[src/rtl/xmul_pkg.sv]
// Shared definitions for the xmul_arb multiplier-sharing block.
package xmul_pkg;

    typedef enum logic [1:0] {
        ST_IDLE  = 2'd0,
        ST_RUN   = 2'd1,
        ST_DRAIN = 2'd2
    } state_e;

    // Latency of the external 3-stage multiplier, handshake cycle to product.
    localparam int MUL_LAT_DEF = 3;

endpackage

[src/rtl/xmul_arb_rr_arb.sv]
// Parameterised round-robin grant: first set request at or after ptr, modulo N.
module rr_arb #(
    parameter int N     = 4,
    parameter int IDX_W = $clog2(N)
) (
    input  logic             en,
    input  logic [N-1:0]     req,
    input  logic [IDX_W-1:0] ptr,
    output logic [N-1:0]     gnt,
    output logic [IDX_W-1:0] gnt_idx,
    output logic             gnt_vld
);

    always_comb begin
        int               idx_full;
        logic [IDX_W-1:0] idx;
        // NOTE: every output gets a default before any conditional write, so no latch is inferred.
        gnt      = '0;
        gnt_idx  = '0;
        gnt_vld  = 1'b0;
        idx_full = 0;
        idx      = '0;
        if (en) begin
            for (int i = 0; i < N; i++) begin
                idx_full = (int'(ptr) + i) % N;
                idx      = IDX_W'(idx_full);
                if (!gnt_vld && req[idx]) begin
                    gnt[idx] = 1'b1;
                    gnt_idx  = idx;
                    gnt_vld  = 1'b1;
                end
            end
        end
    end

endmodule

[src/rtl/xmul_arb.sv]
// Round-robin sequencer sharing one pipelined signed multiplier among N_REQ
// requesters; tags ride alongside the multiplier latency to steer products back.
module xmul_arb
    import xmul_pkg::*;
#(
    parameter int DATA_W  = 32,
    parameter int N_REQ   = 4,
    parameter int MUL_LAT = MUL_LAT_DEF,
    parameter int TAG_W   = $clog2(N_REQ)
) (
    input  logic                  clk,
    input  logic                  rst,
    input  logic                  en,
    input  logic [N_REQ-1:0]      req_valid,
    output logic [N_REQ-1:0]      req_ready,
    input  logic [N_REQ*DATA_W-1:0] req_op_a,
    input  logic [N_REQ*DATA_W-1:0] req_op_b,
    output logic                  mul_rst,
    output logic [DATA_W-1:0]     mul_op_a,
    output logic [DATA_W-1:0]     mul_op_b,
    input  logic [2*DATA_W-1:0]   mul_product,
    output logic [N_REQ-1:0]      res_valid,
    output logic [2*DATA_W-1:0]   res_data,
    output logic                  idle
);

    logic [1:0]         rst_sync;
    logic [TAG_W-1:0]   ptr;
    logic [N_REQ-1:0]   gnt;
    logic [TAG_W-1:0]   gnt_idx;
    logic               hs;
    logic               eligible;
    logic               busy_next;
    logic [MUL_LAT-1:0] vld_q;
    logic [TAG_W-1:0]   tag_q [MUL_LAT];
    state_e             state_q;
    state_e             state_d;

    // Multiplier reset: asserted with rst, released on the 2nd edge after rst rises.
    always_ff @(posedge clk or negedge rst) begin
        // NOTE: sequential state uses non-blocking assignments so all flops update together.
        if (!rst) begin
            rst_sync <= 2'b00;
        end else begin
            rst_sync <= {rst_sync[0], 1'b1};
        end
    end

    assign mul_rst  = ~rst_sync[1];
    assign eligible = en & ~mul_rst;

    rr_arb #(
        .N     (N_REQ),
        .IDX_W (TAG_W)
    ) u_rr_arb (
        .en      (eligible),
        .req     (req_valid),
        .ptr     (ptr),
        .gnt     (gnt),
        .gnt_idx (gnt_idx),
        .gnt_vld (hs)
    );

    assign req_ready = gnt;

    // Operands are combinational; the multiplier registers its own inputs.
    always_comb begin
        mul_op_a = '0;
        mul_op_b = '0;
        for (int i = 0; i < N_REQ; i++) begin
            if (gnt[i]) begin
                mul_op_a = req_op_a[i*DATA_W +: DATA_W];
                mul_op_b = req_op_b[i*DATA_W +: DATA_W];
            end
        end
    end

    always_ff @(posedge clk or negedge rst) begin
        if (!rst) begin
            ptr <= '0;
        end else if (hs) begin
            ptr <= (gnt_idx == TAG_W'(N_REQ - 1)) ? '0 : gnt_idx + 1'b1;
        end
    end

    always_ff @(posedge clk or negedge rst) begin
        if (!rst) begin
            vld_q <= '0;
        end else begin
            vld_q <= {vld_q[MUL_LAT-2:0], hs};
        end
    end

    // NOTE: tags are qualified by vld_q, so the tag pipe needs no reset.
    always_ff @(posedge clk) begin
        tag_q[0] <= gnt_idx;
        for (int k = 1; k < MUL_LAT; k++) begin
            tag_q[k] <= tag_q[k-1];
        end
    end

    always_comb begin
        res_valid = '0;
        if (vld_q[MUL_LAT-1]) begin
            res_valid[tag_q[MUL_LAT-1]] = 1'b1;
        end
    end

    assign res_data = mul_product;

    // Work still in flight after this edge; the last stage leaves as it is reported.
    assign busy_next = hs | (|vld_q[MUL_LAT-2:0]);

    always_ff @(posedge clk or negedge rst) begin
        if (!rst) begin
            state_q <= ST_IDLE;
        end else begin
            state_q <= state_d;
        end
    end

    always_comb begin
        state_d = state_q;
        unique case (state_q)
            ST_IDLE: begin
                if (en && !mul_rst) state_d = ST_RUN;
            end
            ST_RUN: begin
                if (!en) state_d = busy_next ? ST_DRAIN : ST_IDLE;
            end
            ST_DRAIN: begin
                if (en)              state_d = ST_RUN;
                else if (!busy_next) state_d = ST_IDLE;
            end
            default: state_d = ST_IDLE;
        endcase
    end

    assign idle = (state_q == ST_IDLE);

endmodule

[config.mk]
export PLATFORM = sky130hd
export DESIGN_NAME = xmul_arb
export DESIGN_NICKNAME = d
export VERILOG_FILES = /design/src/rtl/xmul_pkg.sv /design/src/rtl/xmul_arb_rr_arb.sv /design/src/rtl/xmul_arb.sv
export SDC_FILE = /design/constraint.sdc
export NUM_CORES = 1
export LEC_CHECK = 0
export CORE_AREA = 2 2 179 181
export CTS_CLUSTER_DIAMETER = 150
export DETAILED_ROUTE_END_ITERATION = 10
export DIE_AREA = 0 0 181 183
export PLACE_DENSITY = 0.41
export SLEW_MARGIN = 20
export SYNTH_ARGS = -nofsm -noshare
export SYNTH_HDL_FRONTEND = slang
export SYNTH_SLANG_ARGS = --single-unit
[constraint.sdc]
create_clock -name clk -period 4.2 [get_ports clk]
set_input_delay 0.84 -clock clk [delete_from_list [all_inputs] [get_ports clk]]
set_output_delay 0.84 -clock clk [all_outputs]
set_load 0.03 [all_outputs]
### Word-level counts from Yosys, hierarchy flattened

Memories as Yosys holds them, arrays and structs flattened.
Cells that the tools add are included.

* memory bits (writable): 6
* input port bits: 327
* memories: 1
* output and inout bits: 138
* flip-flop bits (word level): 9

* multiplexer cells: 55
* equality and inequality tests: 6
* bitwise gates (word level): 6
* reduce and logical (&&, ||, !) cells: 15
* $lt $le $gt $ge: 10
* $add $sub $neg: 4

Memories
* tag_q: depth 3, bits a word 2, read ports 3, clocked after memory_dff 0, wr ports 3, RTL line xmul_arb.sv:35 `logic [TAG_W-1:0] tag_q [MUL_LAT];`

Operators with widths (count)
* $mux 32: 8
* $mux 4: 9
* $mux 2: 11
* $mux 1: 17
* $lt 2x3->1 const B: 5
* $or 4x4->4: 3
* $demux 1 s2: 5
* $ge 2x1->1 const B: 5
* $logic_and 1x1->1: 9
* $bmux 1 s2: 4
* $pmux 2 s3: 1
* $add 2x1->2 const B: 2
* $add 2x2->2 const B: 2
* $eq 2x2->1 const B: 2
* $logic_not 1->1: 3
* $ne 3x3->1 const B: 1
* $reduce_and 3->1: 1
* $eq 2x1->1 const B: 1
* $logic_not 2->1: 1
* $ne 2x1->1 const B: 1
* $ne 2x2->1 const B: 1
* $reduce_or 2->1: 1
* $and 1x1->1: 1
* $not 1->1: 1
* $or 1x1->1: 1

### Longest topological paths before layout

* depth after elaboration: 20
* depth in mapped cells: 14
* mapped depth without buffers: 12

### Cells and area by module

From an unflattened synthesis, not the netlist that was laid out.

* cell total of the unflattened synthesis: 412
* area, all modules: 3159.3 sq um

Modules (own cells, without submodules)
* xmul_arb: instances 1, area each 2473.6 sq um, cells each 327
* rr_arb: instances 1, area each 685.7 sq um, cells each 85

### Worst setup path after synthesis

No wires, ideal clock.

* kind: register to output
* from: register ptr[1]
* to: output port mul_op_b[22]
* arrival time: 3.258 ns
* buffers on the path: 4
* cell stages (with the launch flop): 14
* setup slack: 0.102 ns
* cells stage by stage: dfrtp_1 -> buf_2 -> inv_1 -> ha_1 -> buf_6 -> mux2_4 -> and3_1 -> a2111o_1 -> a22oi_2 -> a21boi_2 -> buf_6 -> buf_12 -> a221oi_2 -> o2bb2ai_1

* longest elaborated chain between the ends: 20
* elaborated cells between the ends (all ways): 58

RTL lines
* start, declared: RTL line xmul_arb.sv:28 `logic [TAG_W-1:0] ptr;`
* start signal, assigned: RTL line xmul_arb.sv:82 `ptr <= (gnt_idx == TAG_W'(N_REQ - 1)) ? '0 : gnt_idx + 1'b1;`
* branches (longest 14 deep; another with $lt 2x3->1)
* $mux 4 (*): RTL line xmul_arb_rr_arb.sv:27 `if (!gnt_vld && req[idx]) begin`
* $mux 4 (*): RTL line xmul_arb_rr_arb.sv:23 `if (en) begin`
* $mux 32 (3 in series): RTL line xmul_arb.sv:71 `if (gnt[i]) begin`
* $mux 32 (*): RTL line xmul_arb.sv:71
* end, declared: RTL line xmul_arb.sv:20 `output logic [DATA_W-1:0] mul_op_b,`

Every way passes the cells marked *. The select of a mux whose other input is x is not followed.

### Worst setup path after layout

* from: input port req_valid[1]
* to: output port mul_op_a[19]

* longest elaborated chain between the ends: 20
* elaborated cells between the ends (all ways): 35

RTL lines
* start, declared: RTL line xmul_arb.sv:14 `input logic [N_REQ-1:0] req_valid,`
* $bmux 1 s2: RTL line xmul_arb_rr_arb.sv:27
* $mux 1 (implied by the code): RTL line xmul_arb_rr_arb.sv:27
* $mux 1: RTL line xmul_arb_rr_arb.sv:27
* $mux 1: RTL line xmul_arb_rr_arb.sv:23
* $logic_not 1->1: RTL line xmul_arb_rr_arb.sv:27
* $logic_and 1x1->1: RTL line xmul_arb_rr_arb.sv:27
* $mux 1: RTL line xmul_arb_rr_arb.sv:27
* $mux 1: RTL line xmul_arb_rr_arb.sv:23
* [... 2 more ...]
* $mux 1: RTL line xmul_arb_rr_arb.sv:27
* $mux 1: RTL line xmul_arb_rr_arb.sv:23
* $logic_not 1->1: RTL line xmul_arb_rr_arb.sv:27
* $logic_and 1x1->1: RTL line xmul_arb_rr_arb.sv:27
* $mux 4 (*): RTL line xmul_arb_rr_arb.sv:27
* $mux 4 (*): RTL line xmul_arb_rr_arb.sv:23
* $mux 32 (3 in series): RTL line xmul_arb.sv:71
* $mux 32 (*): RTL line xmul_arb.sv:71
* end, declared: RTL line xmul_arb.sv:19 `output logic [DATA_W-1:0] mul_op_a,`

Mark *: on every way between the ends. The rest lies on a longest branch, timed or not. The select of a mux whose other input is x is not followed.

==> impl_summary.md <==
Clock network
The clock root buffer master is sky130_fd_sc_hd__clkbuf_16. The longest clock path from root to sink contains 2 buffers. The sink count of the clock tree is 15.

The CTS tree is yes. The number of levels the H-tree was split into is 1. The number of buffers created by CTS is 3.

After clock tree synthesis, the clock-pin slew on the worst setup and hold paths is 50 ps. For the worst-skew pair, the clock arrives at the later sink with an insertion delay of 240 ps.

Detailed routing
For this block, the initial DRC count from the detailed router was 214. Dividing the detail-routed wire length by the instance count gives 20.90 um. The total DRC errors in the routed layout is 0. The number of detailed-routing iterations run before antenna repair is 4.

The overall via count from detail_route is 4646. After detailed routing, the number of vias per cell comes to 4.133. The count of nets left with antenna violations once routing finished came out at 0. Summed over all layers, the routed wires come to 23500 um.

Timing
Setup repair after global routing left no endpoint under its margin. The count of endpoints failing hold in the final timing report is 0. The max-slew violation total from the final report is 0. The clock tree skew after final layout is 1.470 ps.

The relative slew slack is 56.27%. The maximum frequency from static timing analysis is 0.2463 GHz. After layout, the worst path uses 96.68% of the clock period.

The worst setup margin is 139.4 ps. The slew of the pin with the lowest slew margin is 647.5 ps. The number of setup violations in the final report is 0. The shortest clock period the worst path allows after layout is 4061 ps.

Yosys
The count of cell types in the netlist is 51. The sequential-to-total area share from yosys stat is 8.973%. The share of synthesized area in the top cell type comes to 23.41%. The post-synthesis async set-or-reset flop share is 60.00%.

The synthesized design contains 0 enable-type register cells. The synthesized area per cell is 9.164 um2. In this run the cell area of the synthesized design comes to 3849 um2.

After synthesis the netlist holds a flip-flop and latch count of 15. The most used flip-flop cell after synthesis is sky130_fd_sc_hd__dfrtp_1. Counting every instance in the synthesized netlist gives 420.

The library cell with the largest summed area after synthesis is sky130_fd_sc_hd__a221oi_2. When the netlist entered floorplanning its net count stood at 756. Ranked by total cell area, the synthesized netlist is headed by sky130_fd_sc_hd__a221oi_2, sky130_fd_sc_hd__o2bb2ai_1, sky130_fd_sc_hd__buf_4, sky130_fd_sc_hd__o21ai_0, sky130_fd_sc_hd__buf_12.

The number of warnings reported in the yosys synthesis log is 0.

Power and ir drop
The post-layout total power is 2.168 mW. The internal portion of the total power is 1.182 mW. The clock network fraction of total power is 8.2%. Of the total power, the share spent switching nets is 45.49%. The static leakage is 2.931 nW.

Sequential cells account for 7.6% of the total power. The part of the total power dissipated in combinational logic is 84.2%. The analysis attributes to net switching a power of 986.1 uW. The power density of the placed cells is 280.3 nW/um2. The peak ir drop on the vdd network is 0.1034 mV.

Job
Max-cap violations in this run came to 0.

Floorplanning
The region available for standard cell placement spans 31230 um2. After floorplanning, the core was divided into 65 placement rows. The die outline height is 183 um. Once the floorplan was initialized, standard cells occupied 12.32% of the core.

From left edge to right edge, the die measures 181 um. The floorplan step defined a die boundary enclosing 33120 um2. For this design the top-level I/O count stands at 465.

GRT
The via count of the first global-routing pass is 4663. The first-pass GRT wire length is 32380 um. The number of antenna violations at the first check in global routing is 5. The maximum number of pins on one net before global-route repair is 56. After global routing the overflow that remains totals 0. The overall global routing resource usage is 12.97%.

Finish
The most common library cell in the layout ignoring fill and taps is sky130_fd_sc_hd__clkdlybuf4s50_1. In the layout the commonest cells are sky130_fd_sc_hd__clkdlybuf4s50_1, sky130_fd_sc_hd__buf_4, sky130_fd_sc_hd__o21ai_0. The post-route netlist has 32.36% of its cells at a drive strength greater than 1. The number of inserted filler cells in the final layout is 3404. At the end of the flow, the number of nets in the layout was 1054. The layout-stage area growth over the synthesis result is 101.0%.

Setup path
The data required time of the critical path is 3360 ps. The kind of critical path is input port to output port. The worst setup path is launched from an input port. Along the worst path, the maximum fanout reaches 19. The data arrival time of the worst path is 3220 ps. The worst setup path is captured at an output port.

Placed design
The worst slack after detailed placement is -250.5 ps. Buffers placed on the I/O ports in this run total 336. Once detailed placement completed, the half-perimeter wirelength came to 17070 um. The placer congestion estimate is 0.7444.

Run status
The flow ran to the end, and the final reports show no timing, DRC or antenna violations.

Worst hold path
In this run the worst hold path is classified as flop to flop.
[registers in the layout, indices dropped and copies added, names as in the netlist]
register / count
tag_q: 6
vld_q: 3
ptr: 2
rst_sync: 2
state_q: 2
[per-stage QoR]
stage / utilization [%] / cell area [um2] / setup TNS (ps) / hold slack, ps / instances
5_1_grt: 24.77 / 7735 / 0 / 334.8 / 1124
6_report: 24.77 / 7735 / 0 / 322.5 / 1124
2_1_floorplan: - / 3849 / 0 / 309.6 / 420
3_5_place_dp: 23.36 / 7296 / -9248 / 312.1 / 1102
4_1_cts: 24.54 / 7662 / 0 / 323.3 / 1117
3_3_place_gp: 23.36 / 7296 / -10260 / 312.3 / 1102
[metal layers]
metal / vias to the layer above / share of wire [%] / global-route usage [%]
li1: 2216 / - / -
met1: 2195 / 43 / 16.31
met2: 218 / 49 / 22.78
met3: 17 / 6.1 / 2.601
met4: 0 / 1.3 / 3.057
met5: - / 0 / 0
[area by class of cell]
class	instances	area, um2	area share, %
diodes	5	12.51	0.1618
clock buffers	3	75.07	0.9706
clock inverters	1	5.005	0.06470
inverters	8	35.03	0.4529
multi-input cells	282	2645	34.20
flip-flops and latches	15	345.3	4.465
well taps	402	503.0	6.503
repair buffers	408	4114	53.19
[critical path, stage by stage]
cell                              delay [ps]
sky130_fd_sc_hd__clkdlybuf4s15_2         230
sky130_fd_sc_hd__mux2_4                  310
sky130_fd_sc_hd__and3_2                  210
sky130_fd_sc_hd__a2111o_1                360
sky130_fd_sc_hd__a22oi_2                 170
sky130_fd_sc_hd__buf_4                   150
sky130_fd_sc_hd__nor2_4                   50
sky130_fd_sc_hd__bufbuf_16               320
sky130_fd_sc_hd__a221oi_4                300
sky130_fd_sc_hd__o2bb2ai_1               100
sky130_fd_sc_hd__buf_4                   170
[power groups by stage]
stage | Combinational [mW] | Clock, mW | Sequential [mW]
final | 1.83 | 0.177 | 0.165
after global routing | 1.95 | 0.193 | 0.167
after CTS | 1.82 | 0.183 | 0.165
after detailed placement | 1.72 | 0 | 0.167
after global placement | 1.73 | 0 | 0.167
after floorplan | 1.06 | 0 | 0.168
[Yosys cell counts, types with 2 or more instances]
| library cell | n |
|---|---|
| sky130_fd_sc_hd__and3_1 | 4 |
| sky130_fd_sc_hd__o21ai_0 | 66 |
| sky130_fd_sc_hd__a221oi_1 | 4 |
| sky130_fd_sc_hd__buf_6 | 8 |
| sky130_fd_sc_hd__o211ai_1 | 3 |
| sky130_fd_sc_hd__buf_2 | 14 |
| sky130_fd_sc_hd__a2111o_1 | 2 |
| sky130_fd_sc_hd__o22ai_1 | 2 |
| sky130_fd_sc_hd__o2bb2ai_1 | 64 |
| sky130_fd_sc_hd__ha_1 | 9 |
| sky130_fd_sc_hd__a221oi_2 | 60 |
| sky130_fd_sc_hd__and2_1 | 2 |
| sky130_fd_sc_hd__nand2b_1 | 3 |
| sky130_fd_sc_hd__mux2_4 | 2 |
| sky130_fd_sc_hd__dfxtp_1 | 6 |
| sky130_fd_sc_hd__buf_4 | 65 |
| sky130_fd_sc_hd__nor2_1 | 7 |
| sky130_fd_sc_hd__mux2i_1 | 8 |
| sky130_fd_sc_hd__buf_12 | 12 |
| sky130_fd_sc_hd__nand3_1 | 3 |
| sky130_fd_sc_hd__and3b_1 | 2 |
| sky130_fd_sc_hd__dfrtp_1 | 9 |
| sky130_fd_sc_hd__nor3b_1 | 3 |
| sky130_fd_sc_hd__a21oi_1 | 4 |
| sky130_fd_sc_hd__inv_1 | 6 |
| sky130_fd_sc_hd__inv_2 | 2 |
| sky130_fd_sc_hd__clkbuf_1 | 14 |
| sky130_fd_sc_hd__nand2_1 | 13 |
[what timing repair did]
item,CTS,global route
hold buffers,0,0
gates resized for setup,22,21
buffers inserted,6,3
pin swaps,9,18
cloned,5,1
endpoints found under the setup margin,64,63
[final timing paths]
check	to	slack, ps	cells after the start	startpoint
worst min register to register	tag_q[0][4]	320	0	tag_q[0][2]
worst max register to register	ptr[1]	1470	15	ptr[0]
min in group asynchronous	vld_q[2]	900	1	rst
worst max-delay path	mul_op_a[19]	140	11	req_valid[1]
max in group asynchronous	state_q[0]	3010	1	rst
worst min-delay path	tag_q[0][4]	320	0	tag_q[0][2]
[kinds of logic after synthesis]
group	count (synthesis)	share of synthesized area (%)
muxes	13	4.324
adders and majority gates	9	2.926
and+or+nand+nor	42	5.722
AOI/OAI and AO/OA	217	52.28
buffers and inverters	123	25.68
other	1	0.09744
DFF	15	8.973
Note: power is estimated with default switching activity, not from simulation.
